===== src/rtl/proctypes.sv =====
// Shared processor/raster types: screen coordinates, framebuffer addressing
// and the pixel writer's state encoding.
package proctypes;

    localparam int SCREEN_WIDTH  = 320;
    localparam int SCREEN_HEIGHT = 180;
    localparam int FB_AW         = $clog2(SCREEN_WIDTH * SCREEN_HEIGHT);

    typedef logic [$clog2(SCREEN_WIDTH)-1:0]  ScreenX;
    typedef logic [$clog2(SCREEN_HEIGHT)-1:0] ScreenY;

    // Top bit selects the buffer half, the rest is y*width+x.
    typedef logic [FB_AW:0] FbAddr;

    typedef struct packed {
        FbAddr       addr;
        logic [15:0] value;
    } PixelWrite;

    typedef enum logic [1:0] {
        PW_IDLE,
        PW_DRAW,
        PW_WAIT_SWAP
    } pw_state_e;

endpackage


===== src/rtl/sync_fifo.sv =====
// Single-clock FIFO with full/empty flags; pushes when full and pops when
// empty are ignored, and flush empties it in one cycle.
module sync_fifo #(
    parameter int WIDTH = 8,
    parameter int DEPTH = 8
) (
    input  logic             clk,
    input  logic             rst,
    input  logic             flush,
    input  logic             push,
    input  logic [WIDTH-1:0] push_data,
    input  logic             pop,
    output logic [WIDTH-1:0] pop_data,
    output logic             full,
    output logic             empty
);

    localparam int AW = $clog2(DEPTH);

    logic [WIDTH-1:0] mem [DEPTH];
    logic [AW:0]      wr_ptr;
    logic [AW:0]      rd_ptr;
    logic             do_push;
    logic             do_pop;

    assign do_push  = push && !full;
    assign do_pop   = pop && !empty;
    assign empty    = (wr_ptr == rd_ptr);
    assign full     = (wr_ptr[AW] != rd_ptr[AW]) && (wr_ptr[AW-1:0] == rd_ptr[AW-1:0]);
    assign pop_data = mem[rd_ptr[AW-1:0]];

    // NOTE: sequential state is written with non-blocking assignments so every
    // register samples pre-edge values regardless of statement order.
    always_ff @(posedge clk) begin
        if (rst || flush) begin
            wr_ptr <= '0;
            rd_ptr <= '0;
        end else begin
            if (do_push) wr_ptr <= wr_ptr + 1'b1;
            if (do_pop)  rd_ptr <= rd_ptr + 1'b1;
        end
    end

    // NOTE: the storage array has no reset; the pointers alone define validity,
    // and leaving it unreset lets it map onto distributed RAM.
    always_ff @(posedge clk) begin
        if (do_push) mem[wr_ptr[AW-1:0]] <= push_data;
    end

endmodule


===== src/rtl/pixel_writer.sv =====
// Buffers raytracer pixels, writes them into the back half of a double-buffered
// framebuffer and swaps halves on the first vsync after a complete frame.
module pixel_writer
    import proctypes::*;
#(
    parameter int SCREEN_W   = SCREEN_WIDTH,
    parameter int SCREEN_H   = SCREEN_HEIGHT,
    parameter int FIFO_DEPTH = 8,
    parameter int PIX_AW     = $clog2(SCREEN_W * SCREEN_H)
) (
    input  logic            clk,
    input  logic            rst,
    input  logic            frame_start,
    input  logic            pixel_valid,
    input  ScreenX          pixel_x,
    input  ScreenY          pixel_y,
    input  logic [15:0]     pixel_value,
    output logic            fb_we,
    output logic [PIX_AW:0] fb_addr,
    output logic [15:0]     fb_data,
    input  logic            fb_ready,
    input  logic            vsync,
    output logic            front_buf,
    output logic            busy,
    output logic            frame_done,
    output logic            err_drop
);

    typedef struct packed {
        logic [PIX_AW:0] addr;
        logic [15:0]     value;
    } pix_t;

    localparam logic [PIX_AW:0] FRAME_PIXELS = (PIX_AW+1)'(SCREEN_W * SCREEN_H);
    localparam logic [PIX_AW:0] COUNT_ONE    = (PIX_AW+1)'(1);

    pw_state_e       state;
    logic            back_buf;
    logic [PIX_AW:0] count;

    logic            in_range;
    logic            accept;
    logic            push;
    logic            drop;
    logic            load;
    logic            xfer;
    logic            fifo_full;
    logic            fifo_empty;
    logic [PIX_AW-1:0] lin_addr;
    pix_t            push_pix;
    pix_t            head;

    assign in_range = (int'(pixel_x) < SCREEN_W) && (int'(pixel_y) < SCREEN_H);
    assign lin_addr = PIX_AW'(int'(pixel_y) * SCREEN_W + int'(pixel_x));
    assign push_pix = '{addr: {back_buf, lin_addr}, value: pixel_value};

    // Fullness is the registered flag, so a full FIFO drops even if it pops this cycle.
    assign accept = (state == PW_DRAW) && in_range && !fifo_full;
    assign push   = pixel_valid && !frame_start && accept;
    assign drop   = pixel_valid && !frame_start && !accept;

    assign xfer = fb_we && fb_ready;
    assign load = !fifo_empty && (!fb_we || fb_ready);
    assign busy = (state != PW_IDLE);

    sync_fifo #(
        .WIDTH($bits(pix_t)),
        .DEPTH(FIFO_DEPTH)
    ) u_fifo (
        .clk      (clk),
        .rst      (rst),
        .flush    (frame_start),
        .push     (push),
        .push_data(push_pix),
        .pop      (load && !frame_start),
        .pop_data (head),
        .full     (fifo_full),
        .empty    (fifo_empty)
    );

    always_ff @(posedge clk) begin
        if (rst) begin
            state      <= PW_IDLE;
            fb_we      <= 1'b0;
            fb_addr    <= '0;
            fb_data    <= '0;
            front_buf  <= 1'b0;
            back_buf   <= 1'b1;
            frame_done <= 1'b0;
            err_drop   <= 1'b0;
            count      <= '0;
        end else begin
            frame_done <= 1'b0;
            if (frame_start) begin
                // Restart the frame into the same back buffer; any pending swap is forgotten.
                state    <= PW_DRAW;
                fb_we    <= 1'b0;
                count    <= '0;
                err_drop <= 1'b0;
            end else begin
                if (drop) err_drop <= 1'b1;

                if (load) begin
                    fb_we   <= 1'b1;
                    fb_addr <= head.addr;
                    fb_data <= head.value;
                end else if (xfer) begin
                    fb_we <= 1'b0;
                end

                if (xfer) count <= count + COUNT_ONE;

                case (state)
                    PW_DRAW: begin
                        if (xfer && (count + COUNT_ONE == FRAME_PIXELS)) state <= PW_WAIT_SWAP;
                    end
                    PW_WAIT_SWAP: begin
                        if (vsync) begin
                            front_buf  <= back_buf;
                            back_buf   <= ~back_buf;
                            frame_done <= 1'b1;
                            state      <= PW_IDLE;
                        end
                    end
                    default: ;
                endcase
            end
        end
    end

endmodule


===== config.mk =====
export PLATFORM = sky130hd
export DESIGN_NAME = pixel_writer
export DESIGN_NICKNAME = d
export VERILOG_FILES = /design/src/rtl/proctypes.sv /design/src/rtl/sync_fifo.sv /design/src/rtl/pixel_writer.sv
export SDC_FILE = /design/constraint.sdc
export NUM_CORES = 1
export LEC_CHECK = 0
export ABC_AREA = 1
export CORE_ASPECT_RATIO = 1.2
export CORE_MARGIN = 1
export CORE_UTILIZATION = 60
export DETAILED_ROUTE_END_ITERATION = 8
export HOLD_SLACK_MARGIN = 0.08
export MAX_ROUTING_LAYER = met4
export PLACE_DENSITY = 0.8
export SYNTH_ARGS = -nofsm -noshare
export SYNTH_HDL_FRONTEND = slang
export SYNTH_HIERARCHICAL = 1
export SYNTH_SLANG_ARGS = --single-unit

===== constraint.sdc =====
create_clock -name clk -period 3.86 [get_ports clk]
set_input_delay 0.386 -clock clk [delete_from_list [all_inputs] [get_ports clk]]
set_output_delay 0.386 -clock clk [all_outputs]
set_load 0.1 [all_outputs]

==> results of run 1 <==
==> kinds of logic after synthesis <==
group | count (synthesis) | share of synthesized area, %
flip-flops | 332 | 66.1
adder cells (fa/ha/maj) | 21 | 1.98
AND/OR/NAND/NOR | 572 | 16.1
AO/OA/AOI/OAI | 281 | 10.4
XOR/XNOR | 12 | 0.748
buffers and inverters | 134 | 4.73
==> how the worst min path moves through the flow <==
stage          startpoint  slack [ns]       end  depth (start not counted)
4_1_cts          state[0]        0.47  state[0]                          2
5_1_grt          err_drop        0.50  err_drop                          2
3_5_place_dp     state[0]        0.46  state[0]                          2
6_report         state[0]        0.47  state[0]                          2
2_1_floorplan    state[0]        0.43  state[0]                          2
3_3_place_gp     state[0]        0.45  state[0]                          2
==> area by class of cell <==
class	instances	area share (%)
Tap cell	315	2.45
Clock buffer	41	5.37
Inverter	68	1.60
Multi-Input combinational cell	886	25.9
Timing Repair Buffer	96	5.75
Sequential cell	332	57.9
Clock inverter	16	1.04
==> stage by stage <==
stage | util [%] | cell area [um2] | power [mW]
after floorplan | - | 14100 | 4.19
after global placement | 65.2 | 15000 | 4.31
after detailed placement | 65.2 | 15000 | 4.32
after CTS | 69.7 | 16100 | 7.29
after global routing | 69.7 | 16100 | 7.45
final | 69.7 | 16100 | 7.25
==> cell usage in the layout (no fill, tap or decap), types with 4 or more instances in the layout <==
master / instances
clkinv_2: 7
xor2_1: 9
inv_1: 66
ha_1: 19
edfxtp_1: 264
o21ai_1: 95
a21oi_1: 18
nor2_2: 5
clkbuf_1: 5
clkinvlp_4: 5
nor2_1: 307
clkbuf_16: 31
o21bai_1: 4
nand4_1: 7
dfxtp_1: 66
clkdlybuf4s50_1: 76
nand2_2: 5
buf_4: 19
clkbuf_8: 5
nand2_1: 205
nor2_4: 8
o21ai_0: 146
nand3_1: 27
o211ai_1: 12
==> state kept, by name, summed over array words and instances, names as in the netlist, 2 cells and up, named ones only <==
signal         cells
fb_data           16
u_fifo/mem       264
u_fifo/wr_ptr      4
u_fifo/rd_ptr      4
count             17
state              2
fb_addr           17
==> cell usage after synthesis (2+ instances only) <==
cell / n
xnor2_1: 3
nand2_1: 205
nor2_2: 5
buf_2: 12
xor2_1: 9
buf_4: 6
nor3_1: 3
o21bai_1: 4
a31oi_1: 3
edfxtp_1: 264
dfxtp_1: 68
buf_6: 14
nand2_2: 5
a21oi_1: 18
buf_1: 4
ha_1: 19
inv_1: 66
clkbuf_1: 28
nand4_1: 7
o21ai_1: 95
fa_1: 2
o21ai_0: 146
nor2_1: 314
nand3_1: 27
o211ai_1: 12
==> tightest hold or removal path, stage by stage, from the launching register on <==
cell	delay [ns]
dfxtp_1	0.31
nand2_1	0.06
a21oi_1	0.05
==> layer usage <==
layer	global-route usage [%]	up-vias	share of wire, %	wire [um]
met2	44.4	313	51	14700
met3	2.91	59	5.9	1710
met1	30.5	4592	40	11500
met5	-	-	0	0
met4	9.49	0	2.8	792
li1	-	4731	-	-
==> power breakdown <==
part / leakage, nW / switching [mW] / internal, mW / total, mW
Combinational: 2.50 / 0.221 / 0.0980 / 0.319
Clock: 0.496 / 1.23 / 1.77 / 3.00
Sequential: 2.92 / 0.00541 / 3.92 / 3.93
Total: 5.92 / 1.46 / 5.79 / 7.25
==> key figures, run 1 <==
Setup path
  – Reg2reg path depth: 11
  – Slowest cell on the critical path: buf_4
  – WP data arrival: 3.22 ns
  – Reg2reg setup slack: 0.81 ns
  – CP max stage delay: 0.46 ns
  – Cell family with most CP delay: simple AND/OR/NAND/NOR gates
  – Setup crit start: u_fifo/wr_ptr[0]
  – Stages on worst setup path: 11
  – Critical path class: reg -> reg
  – Startpoint Class: flop
  – Worst-path cell chain: inv_1 -> nand2_1 -> nand2_1 -> nand4_2 -> inv_1 -> nor3_1 -> nand3_1 -> nor2_1 -> nand3_1 -> nor2_4 -> buf_4
  – Worst setup path endpoint: u_fifo/mem[3][6]
  – Crit path capture type: flop
  – Reg2reg end: u_fifo/mem[3][6]
  – WP buf/inv: 3
  – CP required: 4.03 ns
  – Max FO, Critical Path: 33
  – R2r startpoint: u_fifo/wr_ptr[0]

STA
  – Final hold slack: 0.472 ns
  – Final worst path period share: 79.0%
  – F_max: 0.328 GHz
  – Slew headroom: 28.0%
  – Least-Margin Pin Slew: ~1.1 ns
  – Setup ws final: ~0.8 ns
  – Fin. Hold Viols: 0
  – RSZ-0062 raised after global routing: no
  – Fin. max-slew vios: 0
  – Min cycle time layout: 3.05 ns
  – Setup TNS: 0 ns
  – Setup Viol. Count Final: 0
  – Clock skew: around 0.019 ns

Clock tree
  – Post-CTS Resized: 0
  – CTS Buffer Depth: 3
  – Clk sinks: 332
  – Postcts setup bufs: 0
  – Worst-Skew Late Latency: 0.54 ns
  – Root Driver: clkbuf_16
  – CTS clock-pin slew for the worst setup and hold paths: ~0.060 ns
  – TritonCTS Buffers: 31
  – H-tree depth: 1
  – Hold buffers post-CTS: 0
  – CTS tree: built

Floorplan
  – DIE HEIGHT: 170 um
  – Io pins: 77
  – Initial Utilization: about three fifths
  – Site Rows: 61
  – Floorplan Core Area: about 23,000 um2
  – Die area: 24,100 um2
  – Die width: around 140 um

Route
  – DRT Pass-1 Iters: 5
  – DRC: 0
  – DRT Wirelength: approximately 29 mm
  – Final ANT Viol Nets: 0
  – Via count: 9,695
  – DR vias/cell: approximately 5.5
  – Initial drt markers: 712
  – Routed len/inst: 16.4 um

Synthesis
  – Netlist cell types: 38
  – Post-synth EDFFs: roughly 260
  – Top cell type's share of synthesized area: 56.4%
  – Synth Cell Area: 14,100 um2
  – Post-Synthesis Cells: 1,352
  – Seq/Total Area, Yosys: 66.1%
  – Ys async rst share: 0%
  – Syn Area/Cell: 10.4 um2
  – Synth area leader: edfxtp_1
  – Warnings, synthesis: 6
  – Prevailing post-synth register cell: edfxtp_1
  – Yosys reg bits: roughly 330
  – Top cells by area, synth: edfxtp_1 (56%), dfxtp_1 (9.7%), nor2_1 (8.4%)
  – Syn_nets: 1,412

Pwr
  – Lkg Pwr: 5.92 nW
  – Cell Pwr Density: 451 nW/um2
  – Peak supply drop: 437 uV

Global route
  – GRT overflow: 0
  – GR Util All Layers: 25.5%
  – Largest net degree at the start of global routing: 110
  – Vias in the first global route: 9,482
  – Initial antenna violation count: 0
  – First-pass GRT wire length: 46.3 mm

Status
  – Status: finished, final reports clean

Cells and area
  – Fillers: around 1,700
  – Multi-input gate area: 4160 um2
  – Share of layout cells above drive strength 1: ~6.7%
  – Antenna diodes: 0
  – Cell Count, Final, Fillers Out: 1,754
  – Fin nets: 1,475
  – Area grow syn2layout: 14.3%
  – Register area: 9300 um2

Placement
  – Placed cells: 1,697
  – Hpwl dp: 16.4 mm
  – Worst slack, placed: 0.597 ns
  – # port buffers: 76
  – RePlAce Congestion: between 0.9 and 1

Worst hold path
  – Worst hold path class: reg -> reg

Run
  – Max-cap violations: 0
(Power assumes the default switching activity.)
==> run 2, diff against run 1 <==
Clock period 3.86 ns to 2.97 ns, I/O delays scaled along.
==> key figures, run 2 (same netlist as run 1, synthesis figures left out) <==
Floorplan
  – Io pins: 77 (unchanged)
  – DIE HEIGHT: 170 um (unchanged)
  – Die width: 142 um (unchanged)
  – Site Rows: 61 (unchanged)
  – Initial Utilization: 61.0% (unchanged)
  – Floorplan Core Area: 23,000 um2 (unchanged)
  – Die area: 24,100 um2 (unchanged)

Clock tree
  – H-tree depth: 1 (unchanged)
  – TritonCTS Buffers: 31 (unchanged)
  – Root Driver: clkbuf_16 (unchanged)
  – CTS clock-pin slew for the worst setup and hold paths: 0.06 ns (about the same)
  – CTS Buffer Depth: 3 (unchanged)
  – CTS tree: built (unchanged)
  – Post-CTS Resized: 0 (unchanged)
  – Postcts setup bufs: 0 (unchanged)
  – Hold buffers post-CTS: 0 (unchanged)
  – Worst-Skew Late Latency: 0.55 ns (was 0.54 ns)
  – Clk sinks: 332 (unchanged)

Global route
  – Largest net degree at the start of global routing: 74 (was 110)
  – GRT overflow: 0 (unchanged)
  – GR Util All Layers: 25.9% (was 25.5%)
  – Initial antenna violation count: 0 (unchanged)
  – First-pass GRT wire length: 47.1 mm (was 46.3 mm)
  – Vias in the first global route: 9,552 (was 9,482)

Pwr
  – Peak supply drop: 530 uV (was 437 uV)
  – Cell Pwr Density: 581 nW/um2 (was 451 nW/um2)
  – Clk network pwr share: 40.7% (was 41.4%)
  – Sw Ratio: 20.5% (was 20.2%)
  – Fraction of power consumed by sequential logic: 54.5% (was 54.2%)
  – Internal power: 7.44 mW (was 5.79 mW)
  – Combinational power share: 4.8% (was 4.4%)
  – Lkg Pwr: 6.08 nW (was 5.92 nW)
  – P_sw: 1.92 mW (was 1.46 mW)

Cells and area
  – Antenna diodes: 0 (unchanged)
  – Share of layout cells above drive strength 1: 9.77% (was 6.67%)
  – Fin util: 70.0% (was 69.7%)
  – Fin area: 16,100 um2 (about the same)
  – Commonest non-fill, non-tap cell in the layout: nor2_1 (unchanged)
  – Max reg flops: 264 (unchanged)
  – Fin nets: 1,491 (was 1,475)
  – Area grow syn2layout: 14.7% (was 14.3%)
  – Cell Count, Final, Fillers Out: 1,769 (was 1,754)
  – Most frequent cells in the layout: nor2_1 (307), edfxtp_1 (264), nand2_1 (205) (unchanged)

Setup path
  – CP required: 3.19 ns (was 4.03 ns)
  – Slowest cell on the critical path: dfxtp_1 (was buf_4)
  – Worst-path cell chain: inv_1 -> nand2_1 -> nand2_1 -> nand4_2 -> inv_1 -> nor3_1 -> nand3_1 -> nor2_1 -> nand3_1 -> nor2_4 -> buf_12 (was inv_1 -> nand2_1 -> nand2_1 -> nand4_2 -> inv_1 -> nor3_1 -> nand3_1 -> nor2_1 -> nand3_1 -> nor2_4 -> buf_4)
  – Max FO, Critical Path: 33 (unchanged)
  – Critical path class: reg -> reg (unchanged)
  – CP max stage delay: 0.44 ns (was 0.46 ns)
  – WP data arrival: 2.97 ns (was 3.22 ns)
  – Startpoint Class: flop (unchanged)
  – Crit path capture type: flop (unchanged)

STA
  – RSZ-0062 raised after global routing: yes (was no)
  – Clock skew: 0.0177 ns (was 0.0188 ns)
  – Slew headroom: 42.8% (was 28.0%)
  – Final worst path period share: 92.4% (was 79.0%)
  – Fin. max-slew vios: 0 (unchanged)
  – Fin. Hold Viols: 0 (unchanged)
  – Min cycle time layout: 2.74 ns (was 3.05 ns)
  – Least-Margin Pin Slew: 0.857 ns (was 1.08 ns)
  – Setup TNS: 0 ns (unchanged)
  – F_max: 0.364 GHz (was 0.328 GHz)
  – Setup Viol. Count Final: 0 (unchanged)

Status
  – Status: finished, final reports clean (unchanged)

Placement
  – # port buffers: 76 (unchanged)
  – Placed cells: 1,713 (was 1,697)
  – RePlAce Congestion: 0.903 (was 0.901)
  – Placed instance area: 15,200 um2 (was 15,000 um2)
  – Hpwl dp: 17.2 mm (was 16.4 mm)

Route
  – DRT Wirelength: 29.5 mm (was 28.7 mm)
  – DRT Pass-1 Iters: 5 (unchanged)
  – Final ANT Viol Nets: 0 (unchanged)
  – Initial drt markers: 762 (was 712)
  – Routed len/inst: 16.7 um (was 16.4 um)
  – DR vias/cell: 5.53 (about the same)
  – DRC: 0 (unchanged)
  – Via count: 9,783 (was 9,695)

Worst hold path
  – Worst hold path class: in -> reg (was reg -> reg)

Run
  – Max-cap violations: 0 (unchanged)
[run 2: cell count changes in the layout (fill, tap and decap cells not counted)]
cell and delta:
buf_12 +8, buf_4 +46, clkbuf_1 +2, clkbuf_8 -4, clkdlybuf4s50_1 -38, clkinv_1 +5
clkinvlp_4 -5, inv_6 +1
[run 2: worst paths after layout]
path | startpoint | end | slack (ns) | cells past startpoint
max | u_fifo/wr_ptr[0] | u_fifo/mem[1][6] | 0.23 | 11
min | rst | frame_done | 0.41 | 2
max reg2reg | u_fifo/wr_ptr[0] | u_fifo/mem[1][6] | 0.23 | 11
min reg2reg | state[0] | state[0] | 0.47 | 2
[run 2: power by group through the flow]
stage               Sequential (mW)  Combinational (mW)  Clock [mW]
finish                         5.10               0.453        3.81
global route                   5.10               0.495        4.02
CTS                            5.10               0.454        3.86
detailed placement             5.20               0.454           0
global placement               5.20               0.435           0
floorplan                      5.26               0.188           0
[run 2: metal layers]
metal	GRT usage [%]	up-vias	wire, um
met1	31.1	4641	11600
li1	-	4756	-
met3	3.05	67	1740
met4	8.88	0	775
met5	-	-	0
met2	45.3	319	15400
[run 2: worst max-delay path: cells and delay by family (launching register included)]
kind	cells	cell delay, ns
buffers and inverters	3	0.45
flip-flops	1	0.44
AND/OR/NAND/NOR	8	1.53
[run 2: stage by stage]
step | worst slack (ns) | hold WS [ns] | total power, mW
floorplan | -0.465 | 0.366 | 5.44
global placement | 0.0444 | 0.451 | 5.64
detailed placement | -0.0737 | 0.460 | 5.66
CTS | 0.263 | 0.390 | 9.42
global route | -0.00419 | 0.416 | 9.62
finish | 0.226 | 0.413 | 9.37
[run 2: final cells by class]
class / count / area (um2)
Clock buffer: 39 / 816
Multi-Input combinational cell: 886 / 4160
Timing Repair Buffer: 112 / 1050
Tap cell: 315 / 394
Clock inverter: 17 / 156
Fill cell: 1608 / 6920
Sequential cell: 332 / 9300
Inverter: 68 / 258
